==> src/rtl/subinvmult_stream_ctrl.sv <==
// subinvmult_stream_ctrl
//   Streaming wrapper around an external fixed-latency modular
//   sub-inverse-multiply core. Operand pairs are queued in a small input
//   FIFO, range-checked on acceptance, launched into the core only when the
//   output FIFO is guaranteed to have room for the result, and the core
//   results are collected in order into an output FIFO.
//
// Ports
//   clk, reset            rising-edge clock, asynchronous active-high reset
//   in_valid/in_ready     operand pair handshake, in_a/in_b operands
//   core_a/core_b         registered operands driving the core
//   core_vld              high in cycles where core_a/core_b carry a launch
//   core_result           core output, valid PIPE_LAT cycles after core_vld
//   out_valid/out_ready   result handshake, out_data result, out_err flag
module subinvmult_stream_ctrl #(
  parameter int DATA_WIDTH = 18,
  parameter int MODULUS    = 177147,
  parameter int PIPE_LAT   = 8,
  parameter int IN_DEPTH   = 4,
  parameter int OUT_DEPTH  = 16
) (
  input  logic                  clk,
  input  logic                  reset,
  input  logic                  in_valid,
  output logic                  in_ready,
  input  logic [DATA_WIDTH-1:0] in_a,
  input  logic [DATA_WIDTH-1:0] in_b,
  output logic [DATA_WIDTH-1:0] core_a,
  output logic [DATA_WIDTH-1:0] core_b,
  output logic                  core_vld,
  input  logic [DATA_WIDTH-1:0] core_result,
  output logic                  out_valid,
  input  logic                  out_ready,
  output logic [DATA_WIDTH-1:0] out_data,
  output logic                  out_err
);

  localparam int IAW = (IN_DEPTH > 1) ? $clog2(IN_DEPTH) : 1;
  localparam int ICW = $clog2(IN_DEPTH + 1);
  localparam int OAW = (OUT_DEPTH > 1) ? $clog2(OUT_DEPTH) : 1;
  localparam int OCW = $clog2(OUT_DEPTH + 1);
  localparam int IEW = 2 * DATA_WIDTH + 1;
  localparam int OEW = DATA_WIDTH + 1;
  localparam logic [DATA_WIDTH:0] MOD_W    = (DATA_WIDTH + 1)'(MODULUS);
  localparam logic [OCW:0]        OUT_CAP  = (OCW + 1)'(OUT_DEPTH);

  logic                  readyEn_q;
  logic [IEW-1:0]        inMem_q [IN_DEPTH];
  logic [IAW-1:0]        inWr_q, inWr_d, inRd_q, inRd_d;
  logic [ICW-1:0]        inCnt_q, inCnt_d;
  logic                  inFull, inEmpty, inPush, launch, creditOk, entryErr;
  logic [IEW-1:0]        inEntry, inHead;

  logic [DATA_WIDTH-1:0] coreA_q, coreA_d, coreB_q, coreB_d;
  logic                  coreVld_q, coreErr_q, coreErr_d;
  logic [PIPE_LAT-1:0]   srVld_q, srErr_q;
  logic                  capture;

  logic [OEW-1:0]        outMem_q [OUT_DEPTH];
  logic [OEW-1:0]        outHead;
  logic [OAW-1:0]        outWr_q, outWr_d, outRd_q, outRd_d;
  logic [OCW-1:0]        outCnt_q, outCnt_d, inflight_q, inflight_d;
  logic [OCW:0]          occupied;
  logic                  outPop;

  function automatic logic [IAW-1:0] nextIn(input logic [IAW-1:0] p);
    return (p == IAW'(IN_DEPTH - 1)) ? '0 : p + IAW'(1);
  endfunction

  function automatic logic [OAW-1:0] nextOut(input logic [OAW-1:0] p);
    return (p == OAW'(OUT_DEPTH - 1)) ? '0 : p + OAW'(1);
  endfunction

  // Out-of-range pairs are still queued so ordering is preserved, but their
  // operands are zeroed so the core never sees an illegal residue.
  assign entryErr = ({1'b0, in_a} >= MOD_W) || ({1'b0, in_b} >= MOD_W);
  assign inEntry  = entryErr ? {1'b1, {(2 * DATA_WIDTH){1'b0}}} : {1'b0, in_a, in_b};
  assign inHead   = inMem_q[inRd_q];

  // readyEn_q keeps in_ready low during reset and lets it rise one edge later.
  assign inFull   = (inCnt_q == ICW'(IN_DEPTH));
  assign inEmpty  = (inCnt_q == '0);
  assign in_ready = readyEn_q && !inFull;
  assign inPush   = in_valid && in_ready;

  // A launch reserves an output FIFO slot, so results never overflow it.
  assign occupied = {1'b0, inflight_q} + {1'b0, outCnt_q};
  assign creditOk = (occupied < OUT_CAP);
  assign launch   = !inEmpty && creditOk;

  assign capture   = srVld_q[PIPE_LAT-1];
  assign out_valid = (outCnt_q != '0);
  assign outPop    = out_valid && out_ready;
  assign outHead   = outMem_q[outRd_q];
  assign out_data  = out_valid ? outHead[DATA_WIDTH-1:0] : '0;
  assign out_err   = out_valid ? outHead[DATA_WIDTH] : 1'b0;

  assign core_a   = coreA_q;
  assign core_b   = coreB_q;
  assign core_vld = coreVld_q;

  // Next-state computation for pointers, occupancy counters and core operands.
  always_comb begin
    inWr_d     = inPush ? nextIn(inWr_q) : inWr_q;
    inRd_d     = launch ? nextIn(inRd_q) : inRd_q;
    outWr_d    = capture ? nextOut(outWr_q) : outWr_q;
    outRd_d    = outPop ? nextOut(outRd_q) : outRd_q;
    coreA_d    = launch ? inHead[2*DATA_WIDTH-1:DATA_WIDTH] : coreA_q;
    coreB_d    = launch ? inHead[DATA_WIDTH-1:0] : coreB_q;
    coreErr_d  = launch ? inHead[2*DATA_WIDTH] : coreErr_q;
    inCnt_d    = inCnt_q;
    outCnt_d   = outCnt_q;
    inflight_d = inflight_q;
    case ({inPush, launch})
      2'b10:   inCnt_d = inCnt_q + ICW'(1);
      2'b01:   inCnt_d = inCnt_q - ICW'(1);
      default: inCnt_d = inCnt_q;
    endcase
    case ({capture, outPop})
      2'b10:   outCnt_d = outCnt_q + OCW'(1);
      2'b01:   outCnt_d = outCnt_q - OCW'(1);
      default: outCnt_d = outCnt_q;
    endcase
    case ({launch, capture})
      2'b10:   inflight_d = inflight_q + OCW'(1);
      2'b01:   inflight_d = inflight_q - OCW'(1);
      default: inflight_d = inflight_q;
    endcase
  end

  // Control state; the tag shift register mirrors the core pipeline so that
  // its tail marks the exact cycle in which core_result is meaningful.
  always_ff @(posedge clk or posedge reset) begin
    if (reset) begin
      readyEn_q  <= 1'b0;
      inWr_q     <= '0;
      inRd_q     <= '0;
      inCnt_q    <= '0;
      outWr_q    <= '0;
      outRd_q    <= '0;
      outCnt_q   <= '0;
      inflight_q <= '0;
      coreA_q    <= '0;
      coreB_q    <= '0;
      coreVld_q  <= 1'b0;
      coreErr_q  <= 1'b0;
      srVld_q    <= '0;
      srErr_q    <= '0;
    end else begin
      readyEn_q  <= 1'b1;
      inWr_q     <= inWr_d;
      inRd_q     <= inRd_d;
      inCnt_q    <= inCnt_d;
      outWr_q    <= outWr_d;
      outRd_q    <= outRd_d;
      outCnt_q   <= outCnt_d;
      inflight_q <= inflight_d;
      coreA_q    <= coreA_d;
      coreB_q    <= coreB_d;
      coreVld_q  <= launch;
      coreErr_q  <= coreErr_d;
      srVld_q[0] <= coreVld_q;
      srErr_q[0] <= coreErr_q;
      for (int i = 1; i < PIPE_LAT; i++) begin
        srVld_q[i] <= srVld_q[i-1];
        srErr_q[i] <= srErr_q[i-1];
      end
    end
  end

  // FIFO storage needs no reset: reads are gated by the cleared counters.
  always_ff @(posedge clk) begin
    if (inPush) begin
      inMem_q[inWr_q] <= inEntry;
    end
    if (capture) begin
      outMem_q[outWr_q] <= {srErr_q[PIPE_LAT-1], core_result};
    end
  end

endmodule

==> config.mk <==
export PLATFORM = sky130hd
export DESIGN_NAME = subinvmult_stream_ctrl
export DESIGN_NICKNAME = d
export VERILOG_FILES = /design/src/rtl/subinvmult_stream_ctrl.sv
export SDC_FILE = /design/constraint.sdc
export NUM_CORES = 1
export LEC_CHECK = 0
export ABC_AREA = 1
export ABC_CLOCK_PERIOD_IN_PS = 2700
export CAP_MARGIN = 20
export CORE_MARGIN = 5
export CORE_UTILIZATION = 33
export CTS_BUF_LIST = sky130_fd_sc_hd__clkbuf_4 sky130_fd_sc_hd__clkbuf_8
export CTS_CLUSTER_SIZE = 10
export DETAILED_ROUTE_END_ITERATION = 8
export GPL_TIMING_DRIVEN = 0
export SKIP_CTS_REPAIR_TIMING = 1
export SLEW_MARGIN = 25
export SYNTH_ARGS = -nofsm -noshare
export SYNTH_HDL_FRONTEND = slang
export SYNTH_SLANG_ARGS = --single-unit
==> constraint.sdc <==
create_clock -name clk -period 2.7 [get_ports clk]
set_clock_uncertainty 0.1 [all_clocks]
set_input_delay 0.675 -clock clk [delete_from_list [all_inputs] [get_ports clk]]
set_output_delay 0.675 -clock clk [all_outputs]
set_load 0.005 [all_outputs]
==> flow_summary.yaml <==
worst_setup_path:
  cp.arrival_ns: 2.41
  worstReg2RegEnd: "inflight_q[4]"
  worstSetupEndpointType: "output port"
  cp_data_required_time_ns: 1.92
  rr_startpoint: "outCnt_q[1]"
  setup.worst_path.start_class: "flip-flop"
  worstSetupPathType: "reg2out"
  startpoint: "outRd_q[0]"
  cp_common_cell: "sky130_fd_sc_hd__nand2_1"
  timing.reg2reg.setup_slack_ns: 0.05
  maximum_net_fanout_on_the_critical_path: 10
  cp_slowest_cell: "sky130_fd_sc_hd__dfrtp_2"
  cells_along_the_critical_path: "buf_6 > clkinv_8 > buf_12 > buf_6 > nand2_1 > nand2_1 > nand2_1 > nand3_1 > nand3_2 > a21oi_2 > clkbuf_2"
  cp_slowest_stage_delay_ns: 0.44
  r2r_cells: 18
route:
  antenna_violating_nets_post_route: 0
  dr_total_vias: 15100
  drcViolationCount: 0
  drt-total-wl_mm: 56.6
  routed_via_density: 4.68
  first_pass_iters: 5
  route.detailed.wl_per_inst_um: 17.5
  first_iter_violations: 1160
grt:
  via_count_of_the_first_global_routing_pass: 14900
  grt_pass1_wl_mm: 85.7
  grt_use_total_pct: 15.0
  gr_overflow_total: 0
  antenna_found_initial: 0
  grt_max_degree: 27
run_status:
  outcome: "complete, but fails checks"
  violations: "negative setup slack"
sta:
  fin_hold_viols: 0
  setup_violations: 20
  timing.final.crit_period_ns: 3.18
  slew_viol_final: 0
  setup_repair_after_global_routing_missed_its_margin: "true"
  fin_crit_sh_pct: 118
  worst_hold_slack_ns: 0.238
  max_slew.worst_pin.slew_ns: 0.742
  setup_ws_ns: -0.480
  highest_attainable_clock_frequency_mhz: 314
  slew_headroom_pct: 50.4
placement:
  detail_placement_hpwl_mm: 38.0
  gp_congestion: 0.815
  area_of_placed_instances_um2: 24900
  place_worst_setup_slack_ns: -0.771
  io_buffer_count: 115
floorplan:
  rows: 95
  chipWidth_um: 269
  floorplan.die.height_um: 269
  top_level_ports: 116
  effective_utilization_at_floorplan_pct: 33.1
  core_area_um2: 66900
  area_of_the_die_um2: 72500
finish:
  growth_of_design_area_from_synthesis_to_finish_pct: 22.7
  post_route_cells_drive_above_1_share_pct: 15.1
  summed_area_of_non_filler_cells_in_the_final_layout_um2: 27200
  finish.utilization_pct: 40.6
  layout.filler_cells: 6367
  layout.nets: 2363
cts:
  insertion_delay_ns: 0.67
  tritoncts.num_buffers: 85
  tritoncts: "yes"
  worst_setup_hold_path_clk_slew_ns: 0.06
  clockRootBuffer: "sky130_fd_sc_hd__clkbuf_8"
  cts.path.max_buffers: 3
  cts_num_sinks: 532
  cts_htree_levels: 3
power_and_ir_drop:
  leakage_nw: 10.8
  p_per_area_nw_per_um2: 1100
  ir_worst_vdd_mv: 0.524
hold_path:
  timing.hold.worst.class: "in2async"
job:
  timing.max_cap.violations: 0
logic_synthesis:
  syn-instance-count: 2041
  postSynthRegisterBits: 532
  synth-seq-area-share_pct: 70.3
  synth_nets: 2125
  synth_warnings: 0
  yosysUniqueCellTypes: 31
  syn_area_um2: 22200
  syn_area_per_cell_um2: 10.9
==> registers in the layout, indices dropped and copies added, names as in the netlist, 2 cells and up <==
name / cells
outMem_q: 304
inMem_q: 148
core_a: 18
core_b: 18
srErr_q: 8
srVld_q: 8
inflight_q: 5
outCnt_q: 5
outRd_q: 4
outWr_q: 4
inCnt_q: 3
inRd_q: 2
inWr_q: 2
==> cell usage after synthesis <==
master / instances / area (um2)
sky130_fd_sc_hd__o21ai_1: 33 / 165
sky130_fd_sc_hd__a21o_1: 1 / 7.51
sky130_fd_sc_hd__nor4_2: 1 / 12.5
sky130_fd_sc_hd__fa_1: 3 / 60.1
sky130_fd_sc_hd__inv_2: 4 / 15.0
sky130_fd_sc_hd__edfxtp_1: 452 / 13600
sky130_fd_sc_hd__nand3b_1: 1 / 7.51
sky130_fd_sc_hd__nand3_1: 121 / 606
sky130_fd_sc_hd__nand2_1: 580 / 2180
sky130_fd_sc_hd__nor2_1: 309 / 1160
sky130_fd_sc_hd__dfrtp_1: 80 / 2000
sky130_fd_sc_hd__nand2_2: 1 / 6.26
sky130_fd_sc_hd__buf_2: 38 / 190
sky130_fd_sc_hd__inv_1: 127 / 477
sky130_fd_sc_hd__a31oi_1: 2 / 12.5
sky130_fd_sc_hd__o21bai_1: 3 / 22.5
sky130_fd_sc_hd__o21ai_0: 144 / 721
sky130_fd_sc_hd__conb_1: 1 / 3.75
sky130_fd_sc_hd__xnor2_1: 8 / 70.1
sky130_fd_sc_hd__inv_4: 1 / 6.26
sky130_fd_sc_hd__nor2_2: 1 / 6.26
sky130_fd_sc_hd__buf_6: 8 / 90.1
sky130_fd_sc_hd__nor3_1: 1 / 5.00
sky130_fd_sc_hd__a21oi_1: 32 / 160
sky130_fd_sc_hd__ha_1: 23 / 288
sky130_fd_sc_hd__buf_4: 10 / 75.1
sky130_fd_sc_hd__clkinv_1: 1 / 3.75
sky130_fd_sc_hd__buf_1: 9 / 33.8
sky130_fd_sc_hd__clkbuf_1: 36 / 135
sky130_fd_sc_hd__nand4_1: 5 / 31.3
sky130_fd_sc_hd__xor2_1: 5 / 43.8
==> cells in the final DEF, fill, tap and decap left out, types with 19 or more instances in the layout <==
cell,count
sky130_fd_sc_hd__dfrtp_1,77
sky130_fd_sc_hd__clkbuf_2,22
sky130_fd_sc_hd__clkbuf_4,38
sky130_fd_sc_hd__o21ai_0,140
sky130_fd_sc_hd__clkbuf_1,22
sky130_fd_sc_hd__edfxtp_1,452
sky130_fd_sc_hd__nand2_1,571
sky130_fd_sc_hd__o21ai_1,36
sky130_fd_sc_hd__inv_1,122
sky130_fd_sc_hd__nand3_1,112
sky130_fd_sc_hd__a21oi_2,19
sky130_fd_sc_hd__ha_1,19
sky130_fd_sc_hd__clkbuf_8,95
sky130_fd_sc_hd__nor2_1,286
sky130_fd_sc_hd__buf_2,35
sky130_fd_sc_hd__buf_4,19
sky130_fd_sc_hd__clkdlybuf4s50_1,95
==> area by class of cell <==
type | count | area [um2] | area share [%]
tap | 873 | 1090 | 4.02
multi-input combinational | 1275 | 5940 | 21.8
clock inverter | 31 | 166 | 0.612
timing repair buffer | 150 | 1640 | 6.02
timing repair inverter | 1 | 8.76 | 0.0322
inverter | 133 | 522 | 1.92
sequential | 532 | 15600 | 57.3
clock buffer | 129 | 1560 | 5.75
buffer | 101 | 682 | 2.51
antenna | 1 | 2.50 | 0.00920
==> critical path: cells and delay by family, from the launching register on <==
family                 cells  cell delay (ns)
AND/OR/NAND/NOR            5             0.39
AO/OA/AOI/OAI              1             0.21
flip-flops                 1             0.44
buffers and inverters      5             0.67
==> kinds of logic after synthesis <==
group                      Yosys count  synth area share [%]
AOI/OAI and AO/OA                  215                  4.91
and+or+nand+nor                   1020                  18.1
other                                1                0.0169
buffers and inverters              234                  4.63
adders and majority gates           26                  1.57
DFF                                532                  70.3
xor gates and xnor gates            13                 0.514
==> layer usage <==
metal	wire (um)	part of all wire (%)	global-route usage (%)
met3	3500	6.2	3.05
met1	24400	43	19.6
met4	1160	2.1	4.61
met5	0	0	0
met2	27500	49	25.3
==> worst max-delay path by stage <==
stage	end
6_report	out_data[11]
3_3_place_gp	inMem_q[3][16]
2_1_floorplan	inMem_q[0][0]
5_1_grt	out_data[0]
3_5_place_dp	inflight_q[4]
4_1_cts	out_data[14]
==> through the flow <==
step / total power, mW / setup TNS (ns) / std cells
4_1_cts: 29.2 / -29.00 / 3206
5_1_grt: 32.0 / -12.08 / 3225
6_report: 30.0 / -8.68 / 3226
2_1_floorplan: 17.4 / -41.11 / 2041
3_5_place_dp: 22.1 / -21.67 / 3046
3_3_place_gp: 21.7 / -418.98 / 3029
==> power breakdown <==
part | switching (mW) | internal (mW)
logic | 7.57 | 4.63
registers | 0.618 | 10.2
clock network | 3.22 | 3.73
total | 11.4 | 18.6
(Power assumes the default switching activity.)
